### config.mk
export PLATFORM = sky130hd
export DESIGN_NAME = mem_req_ctrl
export DESIGN_NICKNAME = d
export VERILOG_FILES = /design/src/rtl/mem_req_ctrl.sv
export SDC_FILE = /design/constraint.sdc
export NUM_CORES = 1
export LEC_CHECK = 0
export ABC_AREA = 1
export ABC_CLOCK_PERIOD_IN_PS = 11500
export BUFFER_PORTS_ARGS = -buffer_cell sky130_fd_sc_hd__buf_2
export CAP_MARGIN = 0
export CORE_AREA = 8 8 412 414
export CTS_BUF_LIST = sky130_fd_sc_hd__clkbuf_16
export DETAILED_ROUTE_END_ITERATION = 8
export DIE_AREA = 0 0 420 422
export GPL_TIMING_DRIVEN = 0
export PLACE_DENSITY = 0.51
export SKIP_CTS_REPAIR_TIMING = 1
export SYNTH_ARGS = -nofsm -noshare
export SYNTH_HDL_FRONTEND = slang
export SYNTH_SLANG_ARGS = --single-unit
### constraint.sdc
create_clock -name clk -period 11.5 [get_ports clk]
set_clock_uncertainty 0.1 [all_clocks]
set_input_delay 1.15 -clock clk [delete_from_list [all_inputs] [get_ports clk]]
set_output_delay 1.15 -clock clk [all_outputs]
set_load 0.05 [all_outputs]
### src/rtl/mem_req_ctrl.sv
// Requester for the banked scratchpad: issues one read or write per accepted request.
// Latency: read accepted in cycle T is presented in cycle T+2 (empty FIFO); writes have no response.
// Backpressure: req_rdy is a credit check so FIFO entries plus the in-flight read never exceed RESP_DEPTH.
module mem_req_ctrl #(
  parameter int DATA_L     = 32,
  parameter int ADDR_L     = 10,
  parameter int N_BANKS    = 8,
  parameter int RD_LATENCY = 1,
  parameter int RESP_DEPTH = 4
) (
  input  logic                        clk,
  input  logic                        rst,
  input  logic                        req_vld,
  output logic                        req_rdy,
  input  logic                        req_wr,
  input  logic [ADDR_L-1:0]           req_addr,
  input  logic [N_BANKS-1:0]          req_bank_en,
  input  logic [N_BANKS*DATA_L-1:0]   req_wr_data,
  output logic                        resp_vld,
  input  logic                        resp_rdy,
  output logic [N_BANKS*DATA_L-1:0]   resp_data,
  output logic [N_BANKS-1:0]          resp_bank_en,
  output logic                        busy,
  output logic [ADDR_L-1:0]           mem_addr,
  output logic [N_BANKS*DATA_L-1:0]   mem_wr_data,
  output logic [N_BANKS-1:0]          mem_wr_en,
  output logic [N_BANKS-1:0]          mem_rd_en,
  input  logic [N_BANKS*DATA_L-1:0]   mem_rd_data
);

  localparam int W  = N_BANKS * DATA_L;
  localparam int PW = $clog2(RESP_DEPTH);
  localparam int CW = $clog2(RESP_DEPTH + 1);

  // The memory read stage only advances on bank enable, so deeper pipelines cannot be tracked.
  if (RD_LATENCY != 1) begin : g_bad_latency
    $fatal(1, "mem_req_ctrl: RD_LATENCY must be 1");
  end
  if (RESP_DEPTH < 2) begin : g_bad_depth
    $fatal(1, "mem_req_ctrl: RESP_DEPTH must be >= 2");
  end

  logic                 inflight_q, inflight_d;
  logic [N_BANKS-1:0]   inflight_mask_q, inflight_mask_d;
  logic [PW-1:0]        wr_ptr_q, wr_ptr_d;
  logic [PW-1:0]        rd_ptr_q, rd_ptr_d;
  logic [CW-1:0]        cnt_q, cnt_d;
  logic [N_BANKS-1:0]   fifo_mask_q [RESP_DEPTH];
  logic [W-1:0]         fifo_data_q [RESP_DEPTH];

  logic                 accept;
  logic                 push;
  logic                 pop;
  logic [CW:0]          credit_used;
  logic [W-1:0]         cap_data;

  function automatic logic [PW-1:0] ptr_inc(input logic [PW-1:0] p);
    return (p == PW'(RESP_DEPTH - 1)) ? '0 : p + PW'(1);
  endfunction

  assign credit_used  = {1'b0, cnt_q} + {{CW{1'b0}}, inflight_q};
  assign req_rdy      = !rst && (credit_used < (CW+1)'(RESP_DEPTH));
  assign accept       = req_vld && req_rdy;
  assign push         = inflight_q;
  assign resp_vld     = !rst && (cnt_q != '0);
  assign pop          = resp_vld && resp_rdy;
  assign busy         = !rst && (inflight_q || (cnt_q != '0));
  assign resp_data    = fifo_data_q[rd_ptr_q];
  assign resp_bank_en = fifo_mask_q[rd_ptr_q];

  // Idle cycles drive zeros so the memory sees no stale address or data.
  always_comb begin
    mem_addr    = '0;
    mem_wr_en   = '0;
    mem_rd_en   = '0;
    mem_wr_data = '0;
    if (accept) begin
      mem_addr = req_addr;
      if (req_wr) begin
        mem_wr_en   = req_bank_en;
        mem_wr_data = req_wr_data;
      end else begin
        mem_rd_en = req_bank_en;
      end
    end
  end

  // Disabled banks hold stale read data, so they are masked off before buffering.
  always_comb begin
    cap_data = '0;
    for (int i = 0; i < N_BANKS; i++) begin
      if (inflight_mask_q[i]) cap_data[i*DATA_L +: DATA_L] = mem_rd_data[i*DATA_L +: DATA_L];
    end
  end

  always_comb begin
    inflight_d      = accept && !req_wr;
    inflight_mask_d = (accept && !req_wr) ? req_bank_en : inflight_mask_q;
    wr_ptr_d        = push ? ptr_inc(wr_ptr_q) : wr_ptr_q;
    rd_ptr_d        = pop  ? ptr_inc(rd_ptr_q) : rd_ptr_q;
    cnt_d           = cnt_q;
    if (push && !pop)      cnt_d = cnt_q + CW'(1);
    else if (pop && !push) cnt_d = cnt_q - CW'(1);
  end

  always_ff @(posedge clk or posedge rst) begin
    if (rst) begin
      inflight_q      <= 1'b0;
      inflight_mask_q <= '0;
      wr_ptr_q        <= '0;
      rd_ptr_q        <= '0;
      cnt_q           <= '0;
    end else begin
      inflight_q      <= inflight_d;
      inflight_mask_q <= inflight_mask_d;
      wr_ptr_q        <= wr_ptr_d;
      rd_ptr_q        <= rd_ptr_d;
      cnt_q           <= cnt_d;
    end
  end

  always_ff @(posedge clk) begin
    if (push) begin
      fifo_mask_q[wr_ptr_q] <= inflight_mask_q;
      fifo_data_q[wr_ptr_q] <= cap_data;
    end
  end

  a_no_overflow: assert property (@(posedge clk) disable iff (rst)
    !(push && (cnt_q == CW'(RESP_DEPTH)) && !pop));

endmodule

==> metrics, run 1 <==
core box area 163000 um^2; P_sw 7440 uW; Hold WC Path Type register to register; FF/Latch Area 32100 um^2; initial core utilization 27.1%; CP endpoint kind output port; GP Congestion 0.938; Via Count 35100; post-synth design cell area 44400 um^2; Synth Net Count 4362; Skew-Pair Late Insertion Delay 0.73 ns; post-place instance area 52900 um^2; port buffer count 1082; vias per cell 4.63; die width 420 um; Area contributors post-synth edfxtp_1, nor2_1, nand2_1; Worst Tran Pin Value 1.18 ns; clock root buffer clkbuf_16; count of final hold-check violations 0; clock power share 22.5%; DIE HEIGHT 422 um; area share of the largest cell type after synthesis 71.4%; Pre-Repair DR Iteration Count 5; Final Setup Violations 0; data arrival time of the worst path 3.72 ns; H-Tree Depth 3; num rows 149; footprint of the multi-input gates 9620 um^2; Crit Path Class register to output port; WP data required 10.25 ns; # clock sinks 1072; Seq/Total Area, Yosys 72.3%; first-pass GRT wire length 280 mm; vias in the first global route 34300; Worst slew margin 21.4%; Final Slew Violations 0; gr ovfl total 0; Detail Route Antenna Nets 0; ratio of cells with drive above 1 in the final layout 26.9%; # nets final 5570; P_int 8170 uW; Reg power frac 30.9%; VDD IR-drop max 0.156 mV; Fmax achieved 201 MHz; total CTS buffers 112; minimum clock period 4.97 ns; worst hold slack 0.365 ns; Area growth, synth to finish 28.7%; die area 177000 um^2; Synth cell types 25; Comb power frac 46.6%; Yosys reg bits 1072; outcome finished clean; design area 57100 um^2; Avg Cell Area, Syn 11.6 um^2; DRC viols 0; fillers 16800; initial antenna violation count 138; CTS tree yes; RSZ-0062 raised after global routing no; hpwl dp 162 mm; top cell type by total area after synthesis edfxtp_1; switching portion of total power 47.7%; max_cap viols 0; CTS max path bufs 3; period utilization 43.2%; P_leak 0.0233 uW; Worst Path Max Fanout 10; final wirelength 211 mm; largest net degree at the start of global routing 105; Synth warnings 0; clk slew on worst S/H paths 0.06 ns; Starting DRT DRC Count 2977; WL/cell 27.9 um; total track usage 22.6%; # IOs 1084; Startpoint Class register; synthesized instance count 3820; PwrDens 273 nW/um^2
[cells in the mapped netlist]
master    instances
buf_4            25
nand2_1         547
nor2_1          805
ha_1              6
inv_8             1
clkinv_1          2
buf_1             2
nor3_1            8
buf_6            40
xnor2_1           1
buf_8             4
o22ai_1         264
nand3_2           1
nand4_1           4
a21oi_1           1
fa_1              1
edfxtp_1       1056
inv_1           296
nand3_1          11
o21ai_0         406
clkbuf_1        140
dfrtp_1          16
inv_2             1
o21ai_1         125
buf_2            57
[critical path, cell delays in order, from the launching register on]
cell and delay [ns]:
dfrtp_1 0.59, inv_2 0.24, buf_2 0.35, clkbuf_1 0.44, o21ai_0 0.18, o22ai_1 0.79, buf_2 0.42
[power by group through the flow]
stage               clock network [uW]  logic, uW  registers [uW]
floorplan                            0       4680            4930
global placement                     0       7330            5000
detailed placement                   0       7360            4910
CTS                               3570       7380            4820
global route                      3710       7650            4840
finish                            3510       7280            4820
[cells by family (layout without fill, tap and decap cells)]
kind of cell | after synthesis | after routing | synth area share [%]
simple gates | 1376 | 1376 | 11.7
flops | 1072 | 1072 | 72.3
compound gates | 796 | 796 | 9.72
buf+inv | 568 | 1869 | 5.97
fa+ha+maj | 7 | 7 | 0.214
xor+xnor | 1 | 1 | 0.0197
other cells | 0 | 263 | 0
[final cells by class]
class,count,area share (%)
Antenna cell,263,1.15
Buffer,268,2.65
Clock buffer,112,4.91
Clock inverter,95,1.33
Inverter,300,2.04
Multi-Input combinational cell,2180,16.8
Sequential cell,1072,56.2
Tap cell,2189,4.80
Timing Repair Buffer,1094,10.1
[registers in the layout, indices dropped and copies added, names as in the netlist]
name	cells
fifo_data_q	1024
cnt_q	3
inflight_q	1
inflight_mask_q	8
rd_ptr_q	2
fifo_mask_q	32
wr_ptr_q	2
[cells in the final DEF (no fill, tap or decap), types with 2 or more instances in the layout]
cell type and instances:
buf_1 2, buf_16 12, buf_2 1139, buf_4 25, buf_6 40, buf_8 4, bufinv_16 8, clkbuf_1 140
clkbuf_16 112, clkinv_1 36, clkinv_16 5, clkinv_2 23, clkinvlp_4 2, dfrtp_1 16, diode_2 263, edfxtp_1 1056
ha_1 6, inv_1 312, inv_8 6, nand2_1 547, nand3_1 11, nand4_1 4, nor2_1 805, nor3_1 8
o21ai_0 406, o21ai_1 125, o22ai_1 264
[worst paths after layout]
| path | endpoint | slack (ns) | depth (start not counted) | start |
|---|---|---|---|---|
| worst max-delay path | resp_data[240] | 6.53 | 6 | rd_ptr_q[1] |
| worst min-delay path | fifo_mask_q[3][3] | 0.36 | 0 | inflight_mask_q[3] |
| worst max register to register | fifo_data_q[2][45] | 8.97 | 6 | wr_ptr_q[0] |
| worst min register to register | fifo_mask_q[3][3] | 0.36 | 0 | inflight_mask_q[3] |
| max in group asynchronous | inflight_mask_q[1] | 10.24 | 2 | rst |
| min in group asynchronous | inflight_mask_q[7] | 0.49 | 2 | rst |
[routing by layer]
metal,up-vias,part of all wire [%],global-route usage [%]
met3,416,5.2,3.84
met5,-,0.019,0
met2,1406,53,40.7
li1,15900,-,-
met1,17300,34,22.8
met4,6,8.5,18.2
[per-stage QoR]
stage | instances | power [uW] | util (%) | TNS, ns | worst slack [ns]
finish | 7573 | 15600 | 34.9 | 0 | 6.53
detailed placement | 7103 | 12300 | 32.4 | 0 | 6.71
global route | 7560 | 16200 | 34.9 | 0 | 6.41
floorplan | 3820 | 9610 | - | 0 | 5.03
CTS | 7310 | 15800 | 34.5 | 0 | 6.45
global placement | 7091 | 12300 | 32.1 | -27.72 | -0.109
Power figures use the tool's default switching activity.
==> run 2: changes to the inputs <==
==> config.mk (replaced) <==
export PLATFORM = sky130hd
export DESIGN_NAME = mem_req_ctrl
export DESIGN_NICKNAME = d
export VERILOG_FILES = /design/src/rtl/mem_req_ctrl.sv
export SDC_FILE = /design/constraint.sdc
export NUM_CORES = 1
export LEC_CHECK = 0
export ABC_AREA = 0
export ABC_CLOCK_PERIOD_IN_PS = 5050
export BUFFER_PORTS_ARGS = -buffer_cell sky130_fd_sc_hd__buf_2
export CAP_MARGIN = 0
export CORE_AREA = 8 8 415 417
export CTS_BUF_LIST = sky130_fd_sc_hd__clkbuf_16
export DETAILED_ROUTE_END_ITERATION = 8
export DIE_AREA = 0 0 423 425
export GPL_TIMING_DRIVEN = 0
export PLACE_DENSITY = 0.5
export SKIP_CTS_REPAIR_TIMING = 1
export SYNTH_ARGS = -nofsm -noshare
export SYNTH_HDL_FRONTEND = slang
export SYNTH_SLANG_ARGS = --single-unit
==> constraint.sdc (replaced) <==
create_clock -name clk -period 5.05 [get_ports clk]
set_clock_uncertainty 0.1 [all_clocks]
set_input_delay 0.505 -clock clk [delete_from_list [all_inputs] [get_ports clk]]
set_output_delay 0.505 -clock clk [all_outputs]
set_load 0.05 [all_outputs]
==> run 2 against run 1 <==
  * Non-clock buffer count shrank 130
  * Synthesized area down 4.6%
  * Via count decreased by 29%
  * First-iteration DRC count decreased by 41%
  * Total power increased by 110%
  * Wire length down 18%
  * Sequential cell count is the same
  * Register-to-register slack lost 6.8 ns
  * Final area is 3.3% lower
  * Critical path type unchanged
  * Largest cell class unchanged
==> metrics, run 2 <==
outcome finished clean; area share of the largest cell type after synthesis 74.9% (+3.5 points); DRC viols 0 (unchanged); post-synth design cell area 42300 um^2 (-4.6%); num rows 150 (+0.67%); max_cap viols 0 (unchanged); final wirelength 172 mm (-18%); Area contributors post-synth edfxtp_1, mux4_2, and2_1; initial core utilization 25.5% (-1.6 points); data arrival time of the worst path 3.93 ns (+0.21 ns); total track usage 18.3% (-4.3 points); Fmax achieved 221 MHz; design area 55200 um^2 (-3.3%); Yosys reg bits 1072 (unchanged); WP data required 4.45 ns (-5.80 ns); Synth warnings 0 (unchanged); Area growth, synth to finish 30.4%; vias in the first global route 25700 (-25%); Avg Cell Area, Syn 20.8 um^2 (+79%); Main synth FF type edfxtp_1; total chip power 32300 uW (+110%); RSZ-0062 raised after global routing no; hpwl dp 136 mm (-16%); initial antenna violation count 120 (-13%); Skew-Pair Late Insertion Delay 0.73 ns (about the same); post-place instance area 51100 um^2 (-3.3%); Startpoint Class register; Synth cell types 27 (+8.0%); clock root buffer clkbuf_16; CP bufs+invs 3 (-1); first-pass GRT wire length 227 mm (-19%); CTS tree yes; Via Count 24800 (-29%); die width 423 um (+0.71%); CP cell instances a311oi_2 > and3_1 > buf_4 > clkbuf_2 > and2_1 > buf_2; clk slew on worst S/H paths 0.06 ns (about the same); Synth Net Count 2576 (-41%); Final WS setup 0.515 ns (-6.01 ns); most common cell after layout, fill and taps aside buf_2; Detail Route Antenna Nets 0 (unchanged); total CTS buffers 113 (+0.89%); CTS max path bufs 3 (unchanged); VDD IR-drop max 0.343 mV (+120%); asr flop ratio synth 1.49% (unchanged); count leader, synth edfxtp_1; Post-synth EDFFs 1056 (unchanged); Worst Path Max Fanout 10 (unchanged); DIE HEIGHT 425 um (+0.71%); largest net degree at the start of global routing 53 (-50%); count of final hold-check violations 0 (unchanged); Largest register FFs 1024 (unchanged); # IOs 1084 (unchanged); Crit Path Class register to output port; CP max-delay cell a311oi_2; Starting DRT DRC Count 1749 (-41%); ratio of cells with drive above 1 in the final layout 47.7% (+21 points); gr ovfl total 0 (unchanged); core box area 166000 um^2 (+1.5%); Pre-Repair DR Iteration Count 5 (unchanged); CP top delay family simple AND/OR/NAND/NOR gates; minimum clock period 4.53 ns; die area 180000 um^2 (+1.4%); Most flops, register fifo_data_q; slowest stage delay, CP 0.73 ns (-0.06 ns); Util after Layout 33.3% (-1.7 points); Worst slew margin 24.3% (+2.9 points); Hold WC Path Type input port to register; Setup WS pre-CTS 1.06 ns (-5.65 ns); Worst Tran Pin Value 1.14 ns (-0.0432 ns); GP Congestion 0.950 (+1.3%); # nets final 3808 (-32%); PwrDens 585 nW/um^2 (+110%); port buffer count 1083 (+0.092%); Final Slew Violations 0 (unchanged); fin cells 5663 (-25%); WL/cell 30.4 um (+9.0%); Final Setup Violations 0 (unchanged); leading registers by flop count fifo_data_q x1024, fifo_mask_q x32, inflight_mask_q x8; CP endpoint kind output port; commonest cells in the netlist edfxtp_1, and2_1, mux4_2, clkbuf_1, buf_2; synthesized instance count 2034 (-47%); Seq/Total Area, Yosys 75.9% (+3.5 points); top cell type by total area after synthesis edfxtp_1; H-Tree Depth 3 (unchanged); period utilization 89.8%; post-placement cell count 5344 (-25%); # clock sinks 1072 (unchanged); vias per cell 4.37 (-5.6%); P_leak 0.0205 uW (-12%); most frequent cells in the layout buf_2, edfxtp_1, and2_1
-- run 2: cell count changes after synthesis, sizes merged, moves of 291 or more --
cell / delta
nand2: -546
nor2: -802
o21ai: -529
and2: +532
inv: -291
-- run 2: routing by layer --
layer	global-route usage (%)	wire length, um
met1	18.2	56700
met2	36.0	97300
met3	3.14	7460
met4	9.37	10500
met5	0	32
-- run 2: final timing paths --
kind | from | to | slack [ns] | depth (start not counted)
max in group asynchronous | rst | inflight_mask_q[2] | 3.99 | 3
hold reg to reg | cnt_q[2] | cnt_q[2] | 0.41 | 1
setup / recovery | inflight_q | mem_wr_data[80] | 0.52 | 6
hold / removal | mem_rd_data[11] | fifo_data_q[0][11] | 0.03 | 2
min in group asynchronous | rst | inflight_mask_q[6] | 0.43 | 3
setup reg to reg | wr_ptr_q[1] | fifo_data_q[1][28] | 2.20 | 7
-- run 2: layout make-up --
class,count,area (um^2)
Clock inverter,96,892
Antenna cell,99,248
Inverter,7,26.3
Timing Repair Buffer,1117,6150
Fill cell,16300,111000
Multi-Input combinational cell,840,9670
Clock buffer,113,2830
Sequential cell,1072,32100
Buffer,115,526
Tap cell,2204,2760
-- run 2: cell families after synthesis --
family	Yosys count	share of synthesized area [%]
compound gates	4	0.0709
xor+xnor	3	0.0621
fa+ha+maj	7	0.225
buf+inv	122	1.30
flops	1072	75.9
mux	275	14.3
simple gates	551	8.12
-- run 2: per-stage QoR --
stage	TNS [ns]	hold slack, ns
finish	0	0.0343
global route	0	0.000276
CTS	0	-0.242
detailed placement	0	0.404
global placement	-2592.82	0.399
floorplan	0	0.319
-- run 2: power breakdown --
group          leakage (uW)  switching, uW  internal (uW)
combinational       0.00873           9290           3490
sequential          0.00988            309          10900
clock               0.00194           3480           4830
==> run 3: changes to the inputs <==
==> constraint.sdc (replaced) <==
create_clock -name clk -period 5.05 [get_ports clk]
set_clock_uncertainty 0.1 [all_clocks]
set_input_delay 0.2525 -clock clk [delete_from_list [all_inputs] [get_ports clk]]
set_output_delay 0.2525 -clock clk [all_outputs]
set_load 0.05 [all_outputs]
==> run 3 against run 2 <==
  * Setup slack better by 0.14 ns
  * Critical path depth stayed put
  * Sequential power is essentially flat
  * Highest routed layer is now met4
  * Fmax grew 3.2%
  * Worst hold slack improved by 0.15 ns
  * Non-clock buffer count is 255 higher
  * Critical endpoint is now mem_wr_data[78]
==> metrics, run 3 (same netlist as run 2, synthesis figures left out) <==
die area 180000 um^2 (unchanged); gr ovfl total 0 (unchanged); total track usage 18.3% (unchanged); R2R cell count 5 (-2); Setup WS pre-CTS 1.36 ns (+0.295 ns); Worst Path Max Fanout 10 (unchanged); clock root buffer clkbuf_16; end of the worst register-to-register path inflight_mask_q[2]; hpwl dp 136 mm (unchanged); FF/Latch Area 32100 um^2 (unchanged); count of final hold-check violations 0 (unchanged); Hold WC Path Type input port to async pin; CP endpoint kind output port; Setup TNS 0 ns (unchanged); Detail Route Antenna Nets 0 (unchanged); VDD IR-drop max 0.350 mV (+2.0%); CTS tree yes; ratio of cells with drive above 1 in the final layout 44.4% (-3.4 points); # clock sinks 1072 (unchanged); worst r2r src inflight_q; Pre-Repair DR Iteration Count 5 (unchanged); vias in the first global route 25700 (unchanged); met1 GRT Util 18.2% (unchanged); Skew-Pair Late Insertion Delay 0.73 ns (about the same); GP Congestion 0.950 (unchanged); leading registers by flop count fifo_data_q x1024, fifo_mask_q x32, inflight_mask_q x8; first-pass GRT wire length 227 mm (unchanged); Worst Tran Pin Value 1.14 ns (-0.0000805 ns); RSZ-0062 raised after global routing no; gr busiest metal met2; Final Slew Violations 0 (unchanged); Worst slew margin 24.3% (about the same); Starting DRT DRC Count 1847 (+5.6%); initial antenna violation count 86 (-28%); Startpoint Class register; initial core utilization 25.5% (unchanged); design area 57800 um^2 (+4.6%); Fmax achieved 227 MHz (+3.2%); met3 Use GR 3.14% (unchanged); Most flops, register fifo_data_q; M2 GR Usage 36.0% (unchanged); Largest register FFs 1024 (unchanged); period utilization 87.1% (-2.7 points); r2r setup slk 1.98 ns (-0.22 ns); DRC viols 0 (unchanged); # nets final 4063 (+6.7%); post-place instance area 51100 um^2 (unchanged); minimum clock period 4.40 ns (-0.139 ns); most common cell after layout, fill and taps aside buf_2; P_leak 0.0216 uW (+5.2%); H-Tree Depth 3 (unchanged); final wirelength 173 mm (+0.60%); port buffer count 1083 (unchanged); Crit Path Class register to output port; fin cells 5916 (+4.5%); core box area 166000 um^2 (unchanged); Util after Layout 34.8% (+1.5 points); # IOs 1084 (unchanged); die width 423 um (unchanged); CTS max path bufs 3 (unchanged); max_cap viols 0 (unchanged); vias per cell 4.34 (-0.83%); data arrival time of the worst path 4.04 ns (+0.11 ns); Via Count 25700 (+3.6%); largest net degree at the start of global routing 53 (unchanged); Final WS setup 0.654 ns (+0.139 ns); Area growth, synth to finish 36.5%; WL/cell 29.3 um (-3.7%); PwrDens 562 nW/um^2 (-3.9%); post-placement cell count 5344 (unchanged); total CTS buffers 113 (unchanged); DIE HEIGHT 425 um (unchanged); num rows 150 (unchanged); Final Setup Violations 0 (unchanged); outcome finished clean; fillers 16100 (-1.0%); footprint of the multi-input gates 9670 um^2 (unchanged); most frequent cells in the layout buf_2, edfxtp_1, and2_1; WP data required 4.70 ns (+0.25 ns); clk slew on worst S/H paths 0.06 ns (about the same)
==> run 3: cell count changes in the layout (fill, tap and decap cells not counted), sizes merged <==
cell,delta
diode,-2
dlygate4sd3,+255
==> run 3: layout make-up <==
class,count,share of cell area [%]
Sequential cell,1072,55.6
Multi-Input combinational cell,840,16.7
Timing Repair Buffer,1372,15.1
Clock buffer,113,4.90
Tap cell,2204,4.77
Clock inverter,96,1.54
Buffer,115,0.910
Antenna cell,97,0.420
Inverter,7,0.0455
==> run 3: metal layers <==
metal	share of wire, %	up-vias
li1	-	11100
met5	0	-
met3	4.4	288
met2	57	929
met4	5.9	0
met1	33	13300
==> run 3: through the flow <==
step / hold WS [ns] / power, uW
5_1_grt: 0.180 / 33600
4_1_cts: -0.495 / 32900
2_1_floorplan: 0.0662 / 20200
6_report: 0.183 / 32500
3_3_place_gp: 0.327 / 24500
3_5_place_dp: 0.328 / 24500
==> run 3: power breakdown <==
group | switching (uW) | total, uW | internal [uW] | leakage, uW
Sequential | 307 | 11200 | 10900 | 0.00988
Clock | 3480 | 8300 | 4830 | 0.00194
Combinational | 9350 | 13000 | 3620 | 0.00979
Total | 13100 | 32500 | 19300 | 0.0216
==> run 3: how the worst max path moves through the flow <==
stage	start	end	slack [ns]	depth (start not counted)
after floorplan	wr_ptr_q[0]	fifo_data_q[2][0]	0.66	3
after global placement	wr_ptr_q[0]	fifo_data_q[0][48]	-2.61	3
after detailed placement	inflight_q	mem_wr_data[82]	1.36	6
after CTS	inflight_q	mem_wr_data[82]	0.52	6
after global routing	inflight_q	mem_wr_data[78]	0.61	6
final	inflight_q	mem_wr_data[78]	0.65	6
==> run 3: critical path, cell delays in order (launching register included) <==
cell	delay (ns)
dfrtp_1	0.48
a311oi_2	0.83
and3_1	0.43
buf_4	0.30
clkbuf_2	0.22
and2_1	0.62
buf_2	0.40
